--- src/rtl/motion_step_scheduler.sv ---
`default_nettype none
// ============================================================================
//  Module   : motion_step_scheduler
//  Purpose  : Per-frame speed-accumulator scheduler that walks every object
//             slot and issues one-step move requests over valid/ready.
//  Revision : 1.0
// ============================================================================
module motion_step_scheduler #(
    parameter  int NUM_OBJ   = 4,
    parameter  int SPEED_W   = 10,
    parameter  int ACCEL     = 4,
    parameter  int DECEL     = 1,
    parameter  int SPEED_MAX = 1020,
    localparam int IDX_W     = (NUM_OBJ > 1) ? $clog2(NUM_OBJ) : 1
) (
    input  logic                         Clk,
    input  logic                         Reset,
    input  logic                         frame_tick,
    input  logic [NUM_OBJ-1:0]           thrust,
    input  logic [NUM_OBJ-1:0]           obj_active,
    output logic                         upd_valid,
    output logic [IDX_W-1:0]             upd_idx,
    input  logic                         upd_ready,
    output logic [NUM_OBJ*SPEED_W-1:0]   speed_flat,
    output logic                         busy,
    output logic                         frame_done,
    output logic                         overrun
);

    typedef enum logic [1:0] {
        ST_IDLE  = 2'd0,
        ST_SCAN  = 2'd1,
        ST_ISSUE = 2'd2
    } state_t;

    localparam logic [IDX_W-1:0]   C_LAST_IDX  = IDX_W'(NUM_OBJ - 1);
    localparam logic [SPEED_W:0]   C_SPEED_MAX = (SPEED_W + 1)'(SPEED_MAX);
    localparam logic [SPEED_W:0]   C_ACCEL     = (SPEED_W + 1)'(ACCEL);
    localparam logic [SPEED_W-1:0] C_DECEL     = SPEED_W'(DECEL);

    state_t               state_q, state_d;
    logic [IDX_W-1:0]     idx_q, idx_d;
    logic [NUM_OBJ-1:0]   thrust_snap_q, thrust_snap_d;
    logic [NUM_OBJ-1:0]   active_snap_q, active_snap_d;
    logic [SPEED_W-1:0]   speed_q [NUM_OBJ];
    logic [SPEED_W-1:0]   speed_d [NUM_OBJ];
    logic [SPEED_W-1:0]   acc_q   [NUM_OBJ];
    logic [SPEED_W-1:0]   acc_d   [NUM_OBJ];
    logic                 frame_done_q, frame_done_d;
    logic                 overrun_q, overrun_d;

    logic [SPEED_W-1:0]   w_cur_speed;
    logic [SPEED_W:0]     w_inc;
    logic [SPEED_W-1:0]   w_speed_new;
    logic [SPEED_W:0]     w_sum;
    logic                 w_step;
    logic                 w_last;

    // Slot arithmetic for the slot currently addressed by idx.
    always_comb begin
        w_cur_speed = speed_q[idx_q];
        w_inc       = {1'b0, w_cur_speed} + C_ACCEL;
        w_speed_new = '0;
        w_sum       = '0;
        if (active_snap_q[idx_q]) begin
            if (thrust_snap_q[idx_q]) begin
                w_speed_new = (w_inc > C_SPEED_MAX) ? C_SPEED_MAX[SPEED_W-1:0]
                                                    : w_inc[SPEED_W-1:0];
            end else begin
                w_speed_new = (w_cur_speed >= C_DECEL) ? (w_cur_speed - C_DECEL) : '0;
            end
            w_sum = {1'b0, acc_q[idx_q]} + {1'b0, w_speed_new};
        end
        w_step = w_sum[SPEED_W];
        w_last = (idx_q == C_LAST_IDX);
    end

    always_comb begin
        state_d       = state_q;
        idx_d         = idx_q;
        thrust_snap_d = thrust_snap_q;
        active_snap_d = active_snap_q;
        speed_d       = speed_q;
        acc_d         = acc_q;
        frame_done_d  = 1'b0;
        overrun_d     = overrun_q | (frame_tick & (state_q != ST_IDLE));

        case (state_q)
            ST_IDLE: begin
                if (frame_tick) begin
                    thrust_snap_d = thrust;
                    active_snap_d = obj_active;
                    idx_d         = '0;
                    state_d       = ST_SCAN;
                end
            end
            ST_SCAN: begin
                speed_d[idx_q] = w_speed_new;
                acc_d[idx_q]   = w_sum[SPEED_W-1:0];
                if (w_step) begin
                    state_d = ST_ISSUE;
                end else if (w_last) begin
                    frame_done_d = 1'b1;
                    idx_d        = '0;
                    state_d      = ST_IDLE;
                end else begin
                    idx_d = idx_q + IDX_W'(1);
                end
            end
            ST_ISSUE: begin
                if (upd_ready) begin
                    if (w_last) begin
                        frame_done_d = 1'b1;
                        idx_d        = '0;
                        state_d      = ST_IDLE;
                    end else begin
                        idx_d   = idx_q + IDX_W'(1);
                        state_d = ST_SCAN;
                    end
                end
            end
            default: state_d = ST_IDLE;
        endcase
    end

    always_ff @(posedge Clk) begin
        if (Reset) begin
            state_q       <= ST_IDLE;
            idx_q         <= '0;
            thrust_snap_q <= '0;
            active_snap_q <= '0;
            frame_done_q  <= 1'b0;
            overrun_q     <= 1'b0;
            for (int i = 0; i < NUM_OBJ; i++) begin
                speed_q[i] <= '0;
                acc_q[i]   <= '0;
            end
        end else begin
            state_q       <= state_d;
            idx_q         <= idx_d;
            thrust_snap_q <= thrust_snap_d;
            active_snap_q <= active_snap_d;
            frame_done_q  <= frame_done_d;
            overrun_q     <= overrun_d;
            speed_q       <= speed_d;
            acc_q         <= acc_d;
        end
    end

    generate
        for (genvar g = 0; g < NUM_OBJ; g++) begin : g_flat
            assign speed_flat[g*SPEED_W +: SPEED_W] = speed_q[g];
        end
    endgenerate

    assign upd_valid  = (state_q == ST_ISSUE);
    assign upd_idx    = idx_q;
    assign busy       = (state_q != ST_IDLE);
    assign frame_done = frame_done_q;
    assign overrun    = overrun_q;

endmodule
`default_nettype wire

--- config.mk ---
export PLATFORM = sky130hd
export DESIGN_NAME = motion_step_scheduler
export DESIGN_NICKNAME = d
export VERILOG_FILES = /design/src/rtl/motion_step_scheduler.sv
export SDC_FILE = /design/constraint.sdc
export NUM_CORES = 1
export LEC_CHECK = 0
export CORE_MARGIN = 2
export CORE_UTILIZATION = 40
export DETAILED_ROUTE_END_ITERATION = 6
export GPL_TIMING_DRIVEN = 0
export RECOVER_POWER = 25
export SETUP_SLACK_MARGIN = 0.5
export SYNTH_ARGS = -nofsm -noshare
export SYNTH_HDL_FRONTEND = slang
export SYNTH_SLANG_ARGS = --single-unit
--- constraint.sdc ---
create_clock -name Clk -period 5.99 [get_ports Clk]
set_input_delay 0.599 -clock Clk [delete_from_list [all_inputs] [get_ports Clk]]
set_output_delay 0.599 -clock Clk [all_outputs]
set_load 0.005 [all_outputs]
==> results.toml, run 1 <==
[cells_and_area]
most-common-layout-cells = "131 x nand2_1, 94 x dfxtp_1, 55 x a21oi_1"
mostFrequentLayoutCell = "nand2_1"
drive_gt1_frac = 0.1111
final_cells = 804
syn_to_final_growth_pct = 23.23
nets = 689
nFillCells = 1157
antenna_cells = 0

[timing]
worst_pin_slew_ns = 0.9710
max_slew_margin = 0.3527
hold_viol_final = 0
min_period_over_period = 0.8652
rsz0062_at_grt = "no"
drv_slew = 0
finalSetupTns_ns = 0
min_period_ns = 5.183
setup_viol = 0
clock-skew-final_ns = 0.008205
finalWorstSetupSlack_ns = 0.8074
max_freq_mhz = 193.0

[detailed_routing]
postRouteWirelength_um = 15080
vias = 4521
wl_per_cell_um = 18.75
drt_iter0_drc = 294
ant_nets = 0
via_per_inst = 5.623
drtPass1Iterations = 5
drc_errors = 0

[clock_tree]
cts_sinks = 94
ctsHoldBuffers = 0
cts_htree_levels = 3
cts_tree = "done"
root_buffer = "clkbuf_16"
cts_buffer_depth = 2
numCtsBuffers = 9
clk_pin_slew_ns = 0.07
clk_latency_ns = 0.36

[worst_setup_path]
worstRegToRegCells = 26
timing.rr.end = "state_q[0]$_SDFFE_PP0P_"
worstPathRequired_ns = 6.24
crit_path_max_incr_delay_ns = 0.55
crit_type = "register to register"
cp_slowest_cell = "mux4_2"
start_kind = "register"
r2r_slack_ns = 0.81
cp.arrival_ns = 5.43
reg2reg_from = "upd_idx[1]$_SDFFE_PP0P_"
crit_buf_inv = 6
endpoint_kind = "register"
crit_top_cell = "inv_1"
crit_family = "compound AO/OA/AOI/OAI gates"
cp_max_fo = 10

[yosys]
async_flop_share = 0
avgSynthCellArea_sq_um = 8.493
ys_types = 59
yosys_warnings = 0
synth_edf_count = 0
synth_ff_type = "dfxtp_1"
syn-cell-area_sq_um = 4917
yosysSeqAreaShare = 0.3827
synth_seq_cells = 94
syn_nets = 616
syn_inst = 579

[power_and_ir_drop]
switchingPower_w = 0.0006008
clkPwrFrac = 0.339
intPower_w = 0.001143
p_leak_nw = 2.331
switching_share = 0.3444
total_power_w = 0.001744
p_per_area_nw_per_um2 = 287.8
seqPwrFrac = 0.374
pwr-share-comb = 0.287
vdd_drop_max_v = 0.0002356

[worst_hold_path]
whs_endpoint = "thrust_snap_q[0]$_SDFFE_PP0P_"
min-delay-path-class = "register to register"
whs_path_depth = 2
hold_start = "thrust_snap_q[0]$_SDFFE_PP0P_"

[floorplanning]
io_pins = 58
rows = 40
die-width_um = 114.9
die-height_um = 114.9
die_area_sq_um = 13200
start_util = 0.4094
core-area_sq_um = 12010

[place]
dp.cells = 783
place_ws_ns = 0.08163
gp_congestion = 0.9645
hpwl_um = 10790
port_buffers = 57

[global_route]
grt_usage = 0.2368
grt_overflow = 0
grt_pass1_wl_um = 23690
antenna_found_initial = 0
grt_max_degree = 17
grt_pass1_vias = 4427

[flow_run]
cap_violations = 0

[status]
status = "complete, no violations"
[state kept, by name, summed over array words and instances (netlist names)]
signal / flops
frame_done: 1
speed_flat: 40
acc_q: 40
upd_idx: 2
overrun: 1
state_q: 2
thrust_snap_q: 4
active_snap_q: 4
[cells in the mapped netlist, types with 3 or more instances]
library cell | number | share of area
nor3_1 | 8 | 0.0081
o21ai_0 | 37 | 0.038
mux4_2 | 16 | 0.073
clkbuf_1 | 22 | 0.017
nor2_1 | 39 | 0.030
o21a_1 | 4 | 0.0061
xor2_1 | 4 | 0.0071
buf_2 | 4 | 0.0041
and2_1 | 4 | 0.0051
mux2_2 | 3 | 0.0069
nand3_1 | 10 | 0.010
nand2_1 | 131 | 0.10
a21oi_1 | 58 | 0.059
a22o_1 | 16 | 0.028
buf_1 | 3 | 0.0023
a21o_1 | 3 | 0.0046
dfxtp_1 | 94 | 0.38
inv_1 | 28 | 0.021
a22oi_1 | 4 | 0.0061
mux2i_1 | 4 | 0.0081
o21ai_1 | 7 | 0.0071
mux4_1 | 3 | 0.016
xnor2_1 | 6 | 0.011
ha_1 | 24 | 0.061
[how the worst max path moves through the flow]
stage | startpoint | endpoint | slack (ns) | depth (start not counted)
floorplan | upd_idx[1]$_SDFFE_PP0P_ | state_q[0]$_SDFFE_PP0P_ | 1.07 | 24
global placement | upd_idx[0]$_SDFFE_PP0P_ | state_q[0]$_SDFFE_PP0P_ | 0.10 | 22
detailed placement | upd_idx[1]$_SDFFE_PP0P_ | state_q[0]$_SDFFE_PP0P_ | 0.08 | 23
CTS | upd_idx[1]$_SDFFE_PP0P_ | state_q[0]$_SDFFE_PP0P_ | 0.50 | 24
global route | upd_idx[1]$_SDFFE_PP0P_ | state_q[0]$_SDFFE_PP0P_ | 0.50 | 26
finish | upd_idx[1]$_SDFFE_PP0P_ | state_q[0]$_SDFFE_PP0P_ | 0.81 | 26
[worst min-delay path, delay by kind of cell, from the launching register on]
family / cells / cell delay [ns]
compound gates: 1 / 0.05
flops: 1 / 0.31
simple gates: 1 / 0.05
[area by class of cell]
cell class | count | area, sq um | share of cell area
Multi-Input combinational cell | 425 | 2834 | 0.4677
Sequential cell | 94 | 1882 | 0.3106
Timing Repair Buffer | 62 | 608.1 | 0.1004
Clock buffer | 9 | 225.2 | 0.03717
Tap cell | 147 | 183.9 | 0.03035
Buffer | 32 | 150.1 | 0.02478
Inverter | 28 | 105.1 | 0.01734
Clock inverter | 7 | 71.32 | 0.01177
[cells by family after synthesis]
kind of cell    share of synthesized area
mux                                0.1094
buf+inv                           0.05064
fa+ha+maj                         0.06514
simple gates                       0.1845
compound gates                     0.1898
xor+xnor                          0.01781
flops                              0.3827
[per-layer routing]
metal | track usage | vias up | wire, um
met5 | 0 | - | 0
met1 | 0.2984 | 2169 | 6647
met4 | 0.08916 | 0 | 389
met3 | 0.04850 | 28 | 840
met2 | 0.4008 | 150 | 7202
li1 | - | 2174 | -
[repair_timing]
| action | in CTS | in global routing |
|---|---|---|
| setup endpoints to repair | 16 | 25 |
| endpoints found under the hold margin | 0 | 0 |
| setup buffers | 0 | 5 |
| pin swaps | 0 | 3 |
| gates resized for setup | 10 | 15 |
[metrics by stage]
| stage | utilization | area (sq um) | hold slack [ns] |
|---|---|---|---|
| detailed placement | 0.4722 | 5672 | 0.4483 |
| CTS | 0.4981 | 5983 | 0.4576 |
| floorplan | - | 4917 | 0.4329 |
| global placement | 0.4722 | 5672 | 0.4396 |
| finish | 0.5045 | 6060 | 0.4576 |
| global route | 0.5045 | 6060 | 0.4732 |
[power groups by stage]
| stage | Clock (W) | Sequential (W) | Combinational, W |
|---|---|---|---|
| floorplan | 0 | 0.000665 | 0.000330 |
| global placement | 0 | 0.000666 | 0.000463 |
| detailed placement | 0 | 0.000667 | 0.000471 |
| CTS | 0.000603 | 0.000653 | 0.000479 |
| global route | 0.000626 | 0.000655 | 0.000546 |
| finish | 0.000592 | 0.000653 | 0.000500 |
Power figures use the tool's default switching activity.
==> inputs of run 2 (changes only) <==
- REMOVE_ABC_BUFFERS: unset -> 1
==> results.toml, run 2 (synthesized netlist as in run 1, its figures left out) <==
[status]
status = "complete, no violations"

[worst_setup_path]
crit_family = "compound AO/OA/AOI/OAI gates"
cp_max_fo = 8
crit_type = "register to register"
endpoint_kind = "register"
cp.arrival_ns = 5.51
start_kind = "register"
cp_slowest_cell = "mux4_2"
worstPathRequired_ns = 6.22
worstPathCellList = "buf_4, buf_4, mux4_2, nand2_1, nor2_1, a41oi_2, o41a_1, a41o_1, a21oi_2, inv_1, ha_1, inv_1, fa_1, nor2b_1, o21ai_0, a21boi_1, o21ai_2, a21boi_2, o211a_1, o21ai_2, a31oi_2, mux2_2"
crit_buf_inv = 4
crit_path_max_incr_delay_ns = 0.61

[timing]
drv_slew = 0
worst_pin_slew_ns = 1.096
max_slew_margin = 0.2668
rsz0062_at_grt = "no"
hold_viol_final = 0
finalWorstSetupSlack_ns = 0.7057
min_period_ns = 5.284
max_freq_mhz = 189.2
min_period_over_period = 0.8822
clock-skew-final_ns = 0.005641
setup_viol = 0

[floorplanning]
rows = 40
io_pins = 58
die-width_um = 114.9
die-height_um = 114.9
start_util = 0.4094
die_area_sq_um = 13200
core-area_sq_um = 12010

[detailed_routing]
drt_iter0_drc = 253
drtPass1Iterations = 5
wl_per_cell_um = 18.02
ant_nets = 0
via_per_inst = 5.538
postRouteWirelength_um = 14070
vias = 4325
drc_errors = 0

[clock_tree]
cts_tree = "done"
ctsHoldBuffers = 0
cts_sinks = 94
clk_latency_ns = 0.34
numCtsBuffers = 9
cts_htree_levels = 3
cts_buffer_depth = 2
root_buffer = "clkbuf_16"
clk_pin_slew_ns = 0.06

[place]
gp_congestion = 0.8364
port_buffers = 57
dp.cells = 752
place_ws_ns = -0.3874
hpwl_um = 9395

[cells_and_area]
most-common-layout-cells = "131 x nand2_1, 92 x dfxtp_1, 57 x a21oi_1"
final_cells = 781
antenna_cells = 0
nFillCells = 1175
syn_to_final_growth_pct = 22.44
nets = 666
mostFrequentLayoutCell = "nand2_1"
drive_gt1_frac = 0.1120

[global_route]
grt_overflow = 0
grt_pass1_vias = 4142
grt_max_degree = 44
grt_usage = 0.2119
grt_pass1_wl_um = 21550
antenna_found_initial = 0

[power_and_ir_drop]
p_per_area_nw_per_um2 = 288.2
vdd_drop_max_v = 0.0001475
p_leak_nw = 2.295

[worst_hold_path]
min-delay-path-class = "register to register"

[flow_run]
cap_violations = 0
## run 2: changes by cell type in the layout (fill, tap and decap cells not counted), sizes merged
| cell | before | now |
|---|---|---|
| clkinv | 3 | 1 |
| inv | 31 | 28 |
| clkbuf | 31 | 14 |
| dlygate4sd3 | 35 | 27 |
| clkdlybuf4s50 | 22 | 29 |
## run 2: final timing paths
path | from | endpoint | slack [ns] | depth (start not counted)
worst min register to register | acc_q[22]$_SDFFE_PP0P_ | acc_q[22]$_SDFFE_PP0P_ | 0.45 | 2
worst min-delay path | acc_q[22]$_SDFFE_PP0P_ | acc_q[22]$_SDFFE_PP0P_ | 0.45 | 2
worst max-delay path | upd_idx[1]$_SDFFE_PP0P_ | state_q[0]$_SDFFE_PP0P_ | 0.71 | 22
worst max register to register | upd_idx[1]$_SDFFE_PP0P_ | state_q[0]$_SDFFE_PP0P_ | 0.71 | 22
## run 2: layout make-up
cell class              instances  area [sq um]  area share
clock buffers                  14         274.0     0.04551
well taps                     147         183.9     0.03055
inverters                      28         105.1     0.01746
clock inverters                 2         38.79    0.006442
flip-flops and latches         94          1889      0.3138
repair buffers                 71         710.7      0.1180
multi-input cells             425          2819      0.4682
## run 2: report_power, final
part / internal [W] / switching, W / total (W)
logic: 0.000168 / 0.000302 / 0.000470
clock network: 0.000359 / 0.000240 / 0.000600
registers: 0.000643 / 0.0000227 / 0.000665
total: 0.00117 / 0.000565 / 0.00174
## run 2: layer usage
layer  vias up  track usage  part of all wire
met3        17      0.03479             0.041
met1      2082       0.2856              0.46
met5         -            0                 0
met4         0      0.05783             0.014
met2       102       0.3537              0.49
li1       2124            -                 -
## run 2: per-stage QoR
stage | instance area [sq um] | hold WS [ns] | total power (W) | util | TNS (ns)
6_report | 6021 | 0.4550 | 0.001735 | 0.5013 | 0
3_5_place_dp | 5545 | 0.4472 | 0.001124 | 0.4617 | -1.074
3_3_place_gp | 5528 | 0.4382 | 0.001116 | 0.4602 | -11.00
5_1_grt | 6021 | 0.4672 | 0.001819 | 0.5013 | 0
2_1_floorplan | 4773 | 0.4268 | 0.0009794 | - | 0
4_1_cts | 5943 | 0.4562 | 0.001730 | 0.4948 | 0
## run 2: what timing repair did
item,in CTS,in global routing
setup endpoints to repair,21,20
setup buffers,6,7
gates resized for setup,7,11
pin swaps,0,1
## run 2: tightest hold or removal path, stage by stage (launching register included)
cell	delay (ns)
dfxtp_1	0.31
nand2_1	0.05
a21oi_1	0.05
